--- src/rtl/simon_sequence_player.sv ---
// Simon sequence player: rewinds the LFSR, pulls two bits per colour (MSB
// first) and shows each of the first `length` colours for ON_CYCLES clocks,
// followed by OFF_CYCLES dark clocks. Outputs are Moore-decoded from state.
module simon_sequence_player #(
  parameter int unsigned ON_CYCLES  = 12_000_000,
  parameter int unsigned OFF_CYCLES = 6_000_000,
  parameter int unsigned TW         = 24
) (
  input  logic       clk,
  input  logic       reset,
  input  logic       start,
  input  logic       abort,
  input  logic [7:0] length,
  input  logic       random,
  output logic       lfsr_step,
  output logic       lfsr_rerun,
  output logic [1:0] color,
  output logic       led_enable,
  output logic       busy,
  output logic       done,
  output logic [7:0] index
);

  typedef enum logic [2:0] {
    S_IDLE,
    S_RERUN,
    S_FETCH_HI,
    S_FETCH_LO,
    S_ON,
    S_OFF,
    S_DONE
  } state_e;

  localparam logic [TW-1:0] ON_LAST  = TW'(ON_CYCLES - 1);
  localparam logic [TW-1:0] OFF_LAST = TW'(OFF_CYCLES - 1);

  state_e          state_q, state_d;
  logic [7:0]      len_q, len_d;
  logic [7:0]      index_q, index_d;
  logic [7:0]      index_inc;
  logic [1:0]      color_q, color_d;
  logic [TW-1:0]   timer_q, timer_d;

  // State and datapath registers.
  always_ff @(posedge clk or negedge reset) begin
    if (!reset) begin
      state_q <= S_IDLE;
      len_q   <= '0;
      index_q <= '0;
      color_q <= '0;
      timer_q <= '0;
    end else begin
      state_q <= state_d;
      len_q   <= len_d;
      index_q <= index_d;
      color_q <= color_d;
      timer_q <= timer_d;
    end
  end

  // Next-state logic; abort overrides every non-idle transition.
  always_comb begin
    state_d   = state_q;
    len_d     = len_q;
    index_d   = index_q;
    color_d   = color_q;
    timer_d   = timer_q;
    index_inc = index_q + 8'd1;

    unique case (state_q)
      S_IDLE: begin
        if (start && !abort) begin
          index_d = '0;
          if (length != 8'd0) begin
            len_d   = length;
            state_d = S_RERUN;
          end else begin
            state_d = S_DONE;
          end
        end
      end
      S_RERUN: state_d = S_FETCH_HI;
      S_FETCH_HI: begin
        color_d[1] = random;
        state_d    = S_FETCH_LO;
      end
      S_FETCH_LO: begin
        color_d[0] = random;
        timer_d    = '0;
        state_d    = S_ON;
      end
      S_ON: begin
        if (timer_q == ON_LAST) begin
          timer_d = '0;
          state_d = S_OFF;
        end else begin
          timer_d = timer_q + 1'b1;
        end
      end
      S_OFF: begin
        if (timer_q == OFF_LAST) begin
          timer_d = '0;
          index_d = index_inc;
          state_d = (index_inc == len_q) ? S_DONE : S_FETCH_HI;
        end else begin
          timer_d = timer_q + 1'b1;
        end
      end
      S_DONE: state_d = S_IDLE;
      default: state_d = S_IDLE;
    endcase

    if (abort && (state_q != S_IDLE)) begin
      state_d = S_IDLE;
      index_d = index_q;
      color_d = color_q;
      timer_d = '0;
    end
  end

  // Moore output decode.
  always_comb begin
    lfsr_step  = (state_q == S_FETCH_HI) || (state_q == S_FETCH_LO);
    lfsr_rerun = (state_q == S_RERUN);
    led_enable = (state_q == S_ON);
    busy       = (state_q != S_IDLE);
    done       = (state_q == S_DONE);
    color      = color_q;
    index      = index_q;
  end

endmodule
--- config.mk ---
export PLATFORM = sky130hd
export DESIGN_NAME = simon_sequence_player
export DESIGN_NICKNAME = d
export VERILOG_FILES = /design/src/rtl/simon_sequence_player.sv
export SDC_FILE = /design/constraint.sdc
export NUM_CORES = 1
export LEC_CHECK = 0
export BUFFER_PORTS_ARGS = -buffer_cell sky130_fd_sc_hd__buf_2
export CAP_MARGIN = 20
export CORE_UTILIZATION = 52
export CTS_CLUSTER_SIZE = 24
export DETAILED_ROUTE_END_ITERATION = 7
export PLACE_DENSITY = 0.76
export SYNTH_ARGS = -nofsm -noshare
export SYNTH_HDL_FRONTEND = slang
export SYNTH_SLANG_ARGS = --single-unit
--- constraint.sdc ---
create_clock -name clk -period 1.9 [get_ports clk]
set_input_delay 0.19 -clock clk [delete_from_list [all_inputs] [get_ports clk]]
set_output_delay 0.19 -clock clk [all_outputs]
set_load 0.05 [all_outputs]
* Yosys cells after proc, flatten, opt, wreduce, memory -nomap -nowiden *
Index checks and enable logic that the tools add are counted.

operators by class
  add/subtract/negate cells = 2
  equality and inequality tests = 14
  muxes and demuxes = 14
  bitwise gates (word level) = 1
  reductions and logical operators = 14

operator list
  cell                                              count
  two-way mux 24 bit                                3
  case mux 24 bit (3 select lines)                  1
  adder 24 x 1 -> 24 bit (second input constant)    1
  == test 24 x 23 -> 1 bit (second input constant)  1
  == test 24 bit (second input constant)            1
  two-way mux 3 bit                                 6
  case mux 3 bit (6 select lines)                   1
  two-way mux 8 bit                                 2
  case mux 8 bit (2 select lines)                   1
  == test 3 bit (second input constant)             3
  adder 8 x 1 -> 8 bit (second input constant)      1
  == test 8 bit                                     1
  nonzero test 8 bit                                1
  == test 3 x 2 -> 1 bit (second input constant)    2
  != test 3 bit (second input constant)             2
  AND reduction 3 bit                               2
  != test 2 bit (second input constant)             2
  AND reduction 2 bit                               2
  AND reduction 4 bit                               1
  nonzero test 4 bit                                1
  == test 3 x 1 -> 1 bit (second input constant)    1
  zero test 3 bit                                   1
  != test 3 x 1 -> 1 bit (second input constant)    1
  nonzero test 3 bit                                1
  5 further kinds                                   6

word-level totals
  bits in registers = 45
  bits of input ports = 13
  output and inout bits = 15
  logic and storage cells = 51

* Logic depth before layout (Yosys ltp) *
Gate-level depths: netlist of the first run.

  depth in word-level cells = 6
  mapped depth = 9
  gate-level depth less buffers = 6

* Worst setup path after synthesis of the first run *
Ideal clock, no wire load.

  path type = register to register
  start point = register state_q[1]
  end point = register color_q[0] (netlist: color[0])
  library setup time = 125 ps
  data arrival time = 2,234 ps
  required time = 1,775 ps
  setup slack = -459 ps
  cell stages (with the launch flop) = 7
  path buffers = 2
  clock period less this slack = 2,359 ps
  cells stage by stage = dfrtp_1 clkbuf_1 clkbuf_1 nor2b_1 nand2_1 nor2_1 mux2_2

on the way
  cells in the longest elaborated chain, start to end = 4
  elaborated cells on any way between the ends = 5
  classes of those cells = 1 x eq/ne; 1 x bitwise; 3 x reduce/logical

RTL lines
  item                               RTL line  text
  start, declared                    37        state_e state_q, state_d;
  start signal, assigned             53        state_q <= state_d;
  nonzero test 3 bit                 113       if (abort && (state_q != S_IDLE)) begin
  logical AND 1 bit                  113
  inverter 1 bit (no line)           -
  AND reduction 2 bit (no line) (*)  -
  end signal, assigned               56        color_q <= color_d;
  end, declared                      41        logic [1:0] color_q, color_d;

Mark *: on every way between the ends. The rest lies on a longest branch, timed or not.
A chain may end at the register's enable or synchronous reset.

* Worst setup path in the final report of the first run *
  start point = register timer_q[12]
  end point = register timer_q[18]

on the way
  cells in the longest elaborated chain, start to end = 4
  elaborated cells on any way between the ends = 7
  classes of those cells = 1 x add/sub; 2 x eq/ne; 4 x mux

RTL lines
  item                                                  RTL line  text
  start, declared                                       42        logic [TW-1:0] timer_q, timer_d;
  start signal, assigned                                57        timer_q <= timer_d;
  adder 24 x 1 -> 24 bit, or another cell as far along  97, 106
  two-way mux 24 bit (on tied branches)                 101, 93
  case mux 24 bit (3 select lines) (*)                  70        unique case (state_q)
  two-way mux 24 bit (*)                                113

Marks and branches as above.

==> results.tsv, run 1 <==
metric	value	unit
maximum clock frequency	479	MHz
clock buffer depth	2	
post-route ant nets	0	
area of the multi-input gates	1900	um2
top cell type's share of synthesized area	39.3	%
Final Hold Vio Count	0	
DR iter-0 viols	354	
Register Area	1130	um2
share of layout cells above drive strength 1	40.3	%
Syn-to-layout area delta	40.2	%
Clock Skew	6.15	ps
final setup fails	31	
ys async rst share	100	%
commonest non-fill, non-tap cells in the layout	buf_4, nand2_1, dfrtp_1, nand3_1, buf_2	
Die Ht	76.2	um
Cell Count, Final, Fillers Out	487	
Clock transition at path regs	90	ps
minimum clock period after layout	2090	ps
Net count, final	431	
Top-Level Pins	28	
Reg2Reg Setup Slack	-190	ps
slack of the critical path	-189	ps
row count	26	
Final Max Slew Viols	0	
Yosys cell types	58	
crit path max fanout	7	
Num CTS Buffers	5	
Die ar.	5810	um2
CTS tree	yes	
Synth area leaders	dfrtp_1, nand2_1, nand3_1	
final worst hold slack	90.1	ps
Gate Count Post-Synth	326	
Mapped Area	2870	um2
P per Cell Area	659	nW/um2
FF+latch count, synth	45	
worst-skew pair later-pin latency	300	ps
fillers	325	
number of synthesized flops with an enable pin	0	
vias	3198	
worst hold-check path type	primary input to flop	
synth warn	0	
Root Buffer	clkbuf_8	
WP data required	2070	ps
post-layout util	77.2	%
status	complete, but fails checks	
max-capacitance violation count	0	
clock sinks	45	
Worst IR Drop VDD	0.769	mV
unrepaired setup endpoints after global routing	true	
failing checks	setup timing	
dpl hpwl	5.85	mm
gr ovfl total	0	
leak pwr	1.80	nW
CORE AREA	5200	um2
Net Count, Synth	341	
first-pass GRT wire length	13.5	mm
die width	76.2	um
crit start category	flop	
syn avg cell area	8.79	um2
Post-synth top flop	dfrtp_1	
Total GRT Usage	29.3	%
Routed WL	9.74	mm
Slew @ Worst Pin	460	ps
I/O Buffers	27	
n_diodes	0	
GP Congestion	0.895	
Pwr Total	2.65	mW
WL/cell	20.0	um
vias in the first global route	2860	
DR pass1 iterations	5	
Crit. End Element	flop	
largest net degree at the start of global routing	20	
Crit path arrival time	2260	ps
Slew Limit Headroom	68.9	%
Seq/Total Area, Yosys	39.3	%
Remaining DRCs	0	
H-tree depth	2	
most common cell after layout, fill and taps aside	buf_4	
initial core utilization	55.0	%
DR vias/cell	6.57	
placed insts	466	
initial antenna violation count	0	
final period utilization	110	%
leading area contributor after synthesis	dfrtp_1	
crit path kind	flop to flop	
[final cells by class]
cell class	count	share of cell area [%]
clock inverter	1	0.747
timing repair buffer	101	18.6
multi-input combinational	253	47.2
clock buffer	7	2.15
inverter	10	0.934
tap	70	2.18
sequential	45	28.2
[flip-flops by register name, indices dropped and copies added (netlist names)]
signal   count
len_q        8
timer_q     24
state_q      3
index        8
color        2
[where the power goes]
part / total [mW] / internal (mW) / switching (mW)
logic: 0.769 / 0.299 / 0.470
clock network: 0.761 / 0.429 / 0.332
registers: 1.12 / 1.05 / 0.0705
[worst paths after layout]
check                                  from          end  depth (start not counted)
worst min-delay path              length[6]     len_q[6]                          3
worst max-delay path            timer_q[12]  timer_q[18]                          6
max in group asynchronous             reset     index[0]                          3
worst max register to register  timer_q[12]  timer_q[18]                          6
worst min register to register     len_q[3]     len_q[3]                          2
min in group asynchronous             reset  timer_q[13]                          2
[metal layers]
| layer | GRT usage (%) | part of all wire, % | vias to the layer above | routed length, um |
|---|---|---|---|---|
| met3 | 5.99 | 9.6 | 49 | 931 |
| li1 | - | - | 1400 | - |
| met5 | 0 | 0 | - | 0 |
| met4 | 10.6 | 4.6 | 0 | 443 |
| met2 | 46.9 | 47 | 231 | 4550 |
| met1 | 39.2 | 39 | 1518 | 3810 |
[synthesized netlist by cell type, drive strengths merged (3+ instances only)]
cell type	number
nand3	27
mux2i	4
o21ai	12
clkbuf	9
or3	8
nor2	12
o311ai	6
inv	10
nor3b	6
dfrtp	45
a22o	4
nand4b	3
xnor2	8
o31ai	3
a21oi	7
mux2	7
buf	10
nor4	6
nor3	10
nand2	51
a31oi	15
nand4	11
nand2b	3
and3	7
xor2	5
[critical path: stages (launching register included)]
cell and delay [ps]:
dfrtp_1 450, buf_4 190, nand4_1 240, or3_4 510, nor3_2 230, nand3b_1 190, a31oi_1 130
[metrics by stage]
stage | TNS, ps | area (um2) | setup slack [ps]
2_1_floorplan | -622 | 2950 | -79.0
3_3_place_gp | -1490 | 3520 | -108
3_5_place_dp | -2700 | 3520 | -150
4_1_cts | -716 | 3690 | -77.0
5_1_grt | -4720 | 4020 | -233
6_report | -2550 | 4020 | -189
[cells by family (layout without fill, tap and decap cells)]
family | count (synthesis) | after routing | share of synthesized area [%]
adder cells (fa/ha/maj) | 2 | 2 | 0.873
XOR/XNOR | 13 | 13 | 3.97
flip-flops | 45 | 45 | 39.3
multiplexers | 11 | 11 | 4.15
buffers and inverters | 29 | 119 | 5.15
AND/OR/NAND/NOR | 161 | 162 | 30.5
AO/OA/AOI/OAI | 65 | 65 | 16.0
[timing repair]
item                                    4_1_cts  5_1_grt
endpoints found under the setup margin       32       30
endpoints found under the hold margin        17        0
setup buffers                                 0       10
hold buffers                                  1        0
cloned                                        0        2
pin swaps                                     4       17
resized for setup                            17       40
(Power assumes the default switching activity.)
==> run 2: changes to the inputs <==
--- a/config.mk
+++ b/config.mk
@@ -10,7 +10,7 @@
 export CORE_UTILIZATION = 52
 export CTS_CLUSTER_SIZE = 24
 export DETAILED_ROUTE_END_ITERATION = 7
-export PLACE_DENSITY = 0.76
+export PLACE_DENSITY = 0.73
 export SYNTH_ARGS = -nofsm -noshare
 export SYNTH_HDL_FRONTEND = slang
 export SYNTH_SLANG_ARGS = --single-unit
==> constraint.sdc (replaced) <==
create_clock -name clk -period 2.5 [get_ports clk]
set_input_delay 0.25 -clock clk [delete_from_list [all_inputs] [get_ports clk]]
set_output_delay 0.25 -clock clk [all_outputs]
set_load 0.05 [all_outputs]
==> run 2 against run 1 <==
Effect of this change:
- the flow now finishes without violations
- flip-flop and latch count stayed put
- clock skew hardly changed
- clock-buffer cell count stayed put
- core utilization is 15 points lower
- fmax is 11% lower
- clock power is 34% lower
- global-route usage is 2.9 points lower
- setup slack better by 350 ps
- cell count is 11% lower
- via count is 16% lower
- first-iteration DRC count is 34% lower
- largest power group unchanged
==> results.tsv, run 2 (synthesis results as in run 1) <==
metric	value	unit	change
status	finished clean		
H-tree depth	2		unchanged
clock buffer depth	2		unchanged
clock sinks	45		unchanged
row count	26		unchanged
Worst IR Drop VDD	0.472	mV	-39%
Crit path arrival time	2530	ps	+270 ps
final setup fails	0		-100%
maximum clock frequency	428	MHz	-11%
share of layout cells above drive strength 1	21.0	%	-19 points
Root Buffer	clkbuf_8		
area of the multi-input gates	1600	um2	-16%
crit path kind	flop to flop		
most used cell, CP	buf_4		
post-route ant nets	0		unchanged
commonest non-fill, non-tap cells in the layout	nand2_1, dfrtp_1, nand3_1, buf_2, buf_4		
CP max stage delay	410	ps	-100 ps
vias	2683		-16%
first-pass GRT wire length	12.1	mm	-10%
crit path cell chain	ha_1 -> and4_2 -> buf_4 -> nand4_1 -> o21ai_1 -> buf_4 -> nor3b_1 -> a211o_2		
slowest CP cell	dfrtp_1		
final period utilization	93.5	%	-16 points
initial antenna violation count	0		unchanged
DR iter-0 viols	234		-34%
most common cell after layout, fill and taps aside	nand2_1		
Final Hold Vio Count	0		unchanged
Routed WL	7.12	mm	-27%
Reg2Reg Setup Slack	160	ps	+350 ps
leak pwr	1.40	nW	-22%
Syn-to-layout area delta	13.1	%	
die width	76.2	um	unchanged
post-layout util	62.2	%	-15 points
max-capacitance violation count	0		unchanged
Slew @ Worst Pin	507	ps	+46.9 ps
crit start category	flop		
gr ovfl total	0		unchanged
n_diodes	0		unchanged
Die ar.	5810	um2	unchanged
Top-Level Pins	28		unchanged
Register Area	1130	um2	-0.44%
CORE AREA	5200	um2	unchanged
fillers	468		+44%
number of flip-flops in the largest register	24		unchanged
DR pass1 iterations	4		-1
Fin Setup TNS	0	ps	+2550 ps
Remaining DRCs	0		unchanged
Crit. End Element	flop		
Net count, final	376		-13%
vias in the first global route	2528		-12%
Clock Skew	5.72	ps	-0.428 ps
Die Ht	76.2	um	unchanged
WL/cell	16.5	um	-18%
CTS tree	yes		
P per Cell Area	567	nW/um2	-14%
I/O Buffers	27		unchanged
delay-heaviest family, CP	compound AO/OA/AOI/OAI gates		
WP data required	2690	ps	+620 ps
dpl hpwl	5.21	mm	-11%
Pwr Total	1.84	mW	-31%
DR vias/cell	6.21		-5.4%
Buf+Inv Stages, Crit Path	2		+1
crit path max fanout	6		-1
Final Max Slew Viols	0		unchanged
Num CTS Buffers	5		unchanged
GP Congestion	0.964		+7.7%
Slew Limit Headroom	65.9	%	-3.0 points
largest net degree at the start of global routing	33		+65%
initial core utilization	55.0	%	unchanged
minimum clock period after layout	2340	ps	+249 ps
unrepaired setup endpoints after global routing	false		
Clock transition at path regs	80	ps	about the same
worst hold-check path type	primary input to flop		
Total GRT Usage	26.3	%	-2.9 points
worst-skew pair later-pin latency	300	ps	about the same
Biggest register	timer_q		
run 2: cell type report:
cell class,count,area share [%]
clock buffer,7,2.97
multi-input combinational,252,49.4
inverter,10,1.16
sequential,45,34.8
tap,70,2.70
clock inverter,1,0.154
timing repair buffer,47,8.88
run 2: per-layer routing:
layer  routed length (um)  part of all wire [%]  vias up  track usage [%]
li1                     -                     -     1281                -
met1                 3450                    49     1292             37.8
met2                 3060                    43       97             38.5
met3                  421                   5.9       13             4.67
met4                  178                   2.5        0             12.3
met5                    0                     0        -                0
run 2: final timing paths:
check	end	cells after the start	start
max	timer_q[2]	8	timer_q[0]
min	len_q[6]	3	length[6]
max reg2reg	timer_q[2]	8	timer_q[0]
min reg2reg	len_q[2]	2	len_q[2]
max in group asynchronous	index[6]	3	reset
min in group asynchronous	len_q[3]	2	reset
run 2: where the power goes:
group          total, mW  internal [mW]  switching, mW
registers          0.860          0.797         0.0623
logic              0.478          0.175          0.303
clock network      0.499          0.250          0.249
total               1.84           1.22          0.615
run 2: timing repair:
| action | CTS | global route |
|---|---|---|
| hold buffers | 1 | 0 |
| resized for setup | 0 | 3 |
| setup endpoints to repair | 0 | 21 |
| buffers inserted | 0 | 2 |
| hold endpoints to repair | 13 | 0 |
run 2: through the flow:
step	std cells	setup slack [ps]	cell area (um2)	hold slack, ps
4_1_cts	430	53.3	3220	148
6_report	432	161	3240	151
3_5_place_dp	421	67.3	3110	174
3_3_place_gp	421	158	3110	167
2_1_floorplan	326	141	2870	-45.6
5_1_grt	432	9.36	3240	150
run 2: worst register-to-register path, delay by kind of cell (launching register included):
family                     cells  cell delay [ps]
DFF                            1              410
AOI/OAI and AO/OA              2              680
buffers and inverters          2              410
and+or+nand+nor                3              520
adders and majority gates      1              220
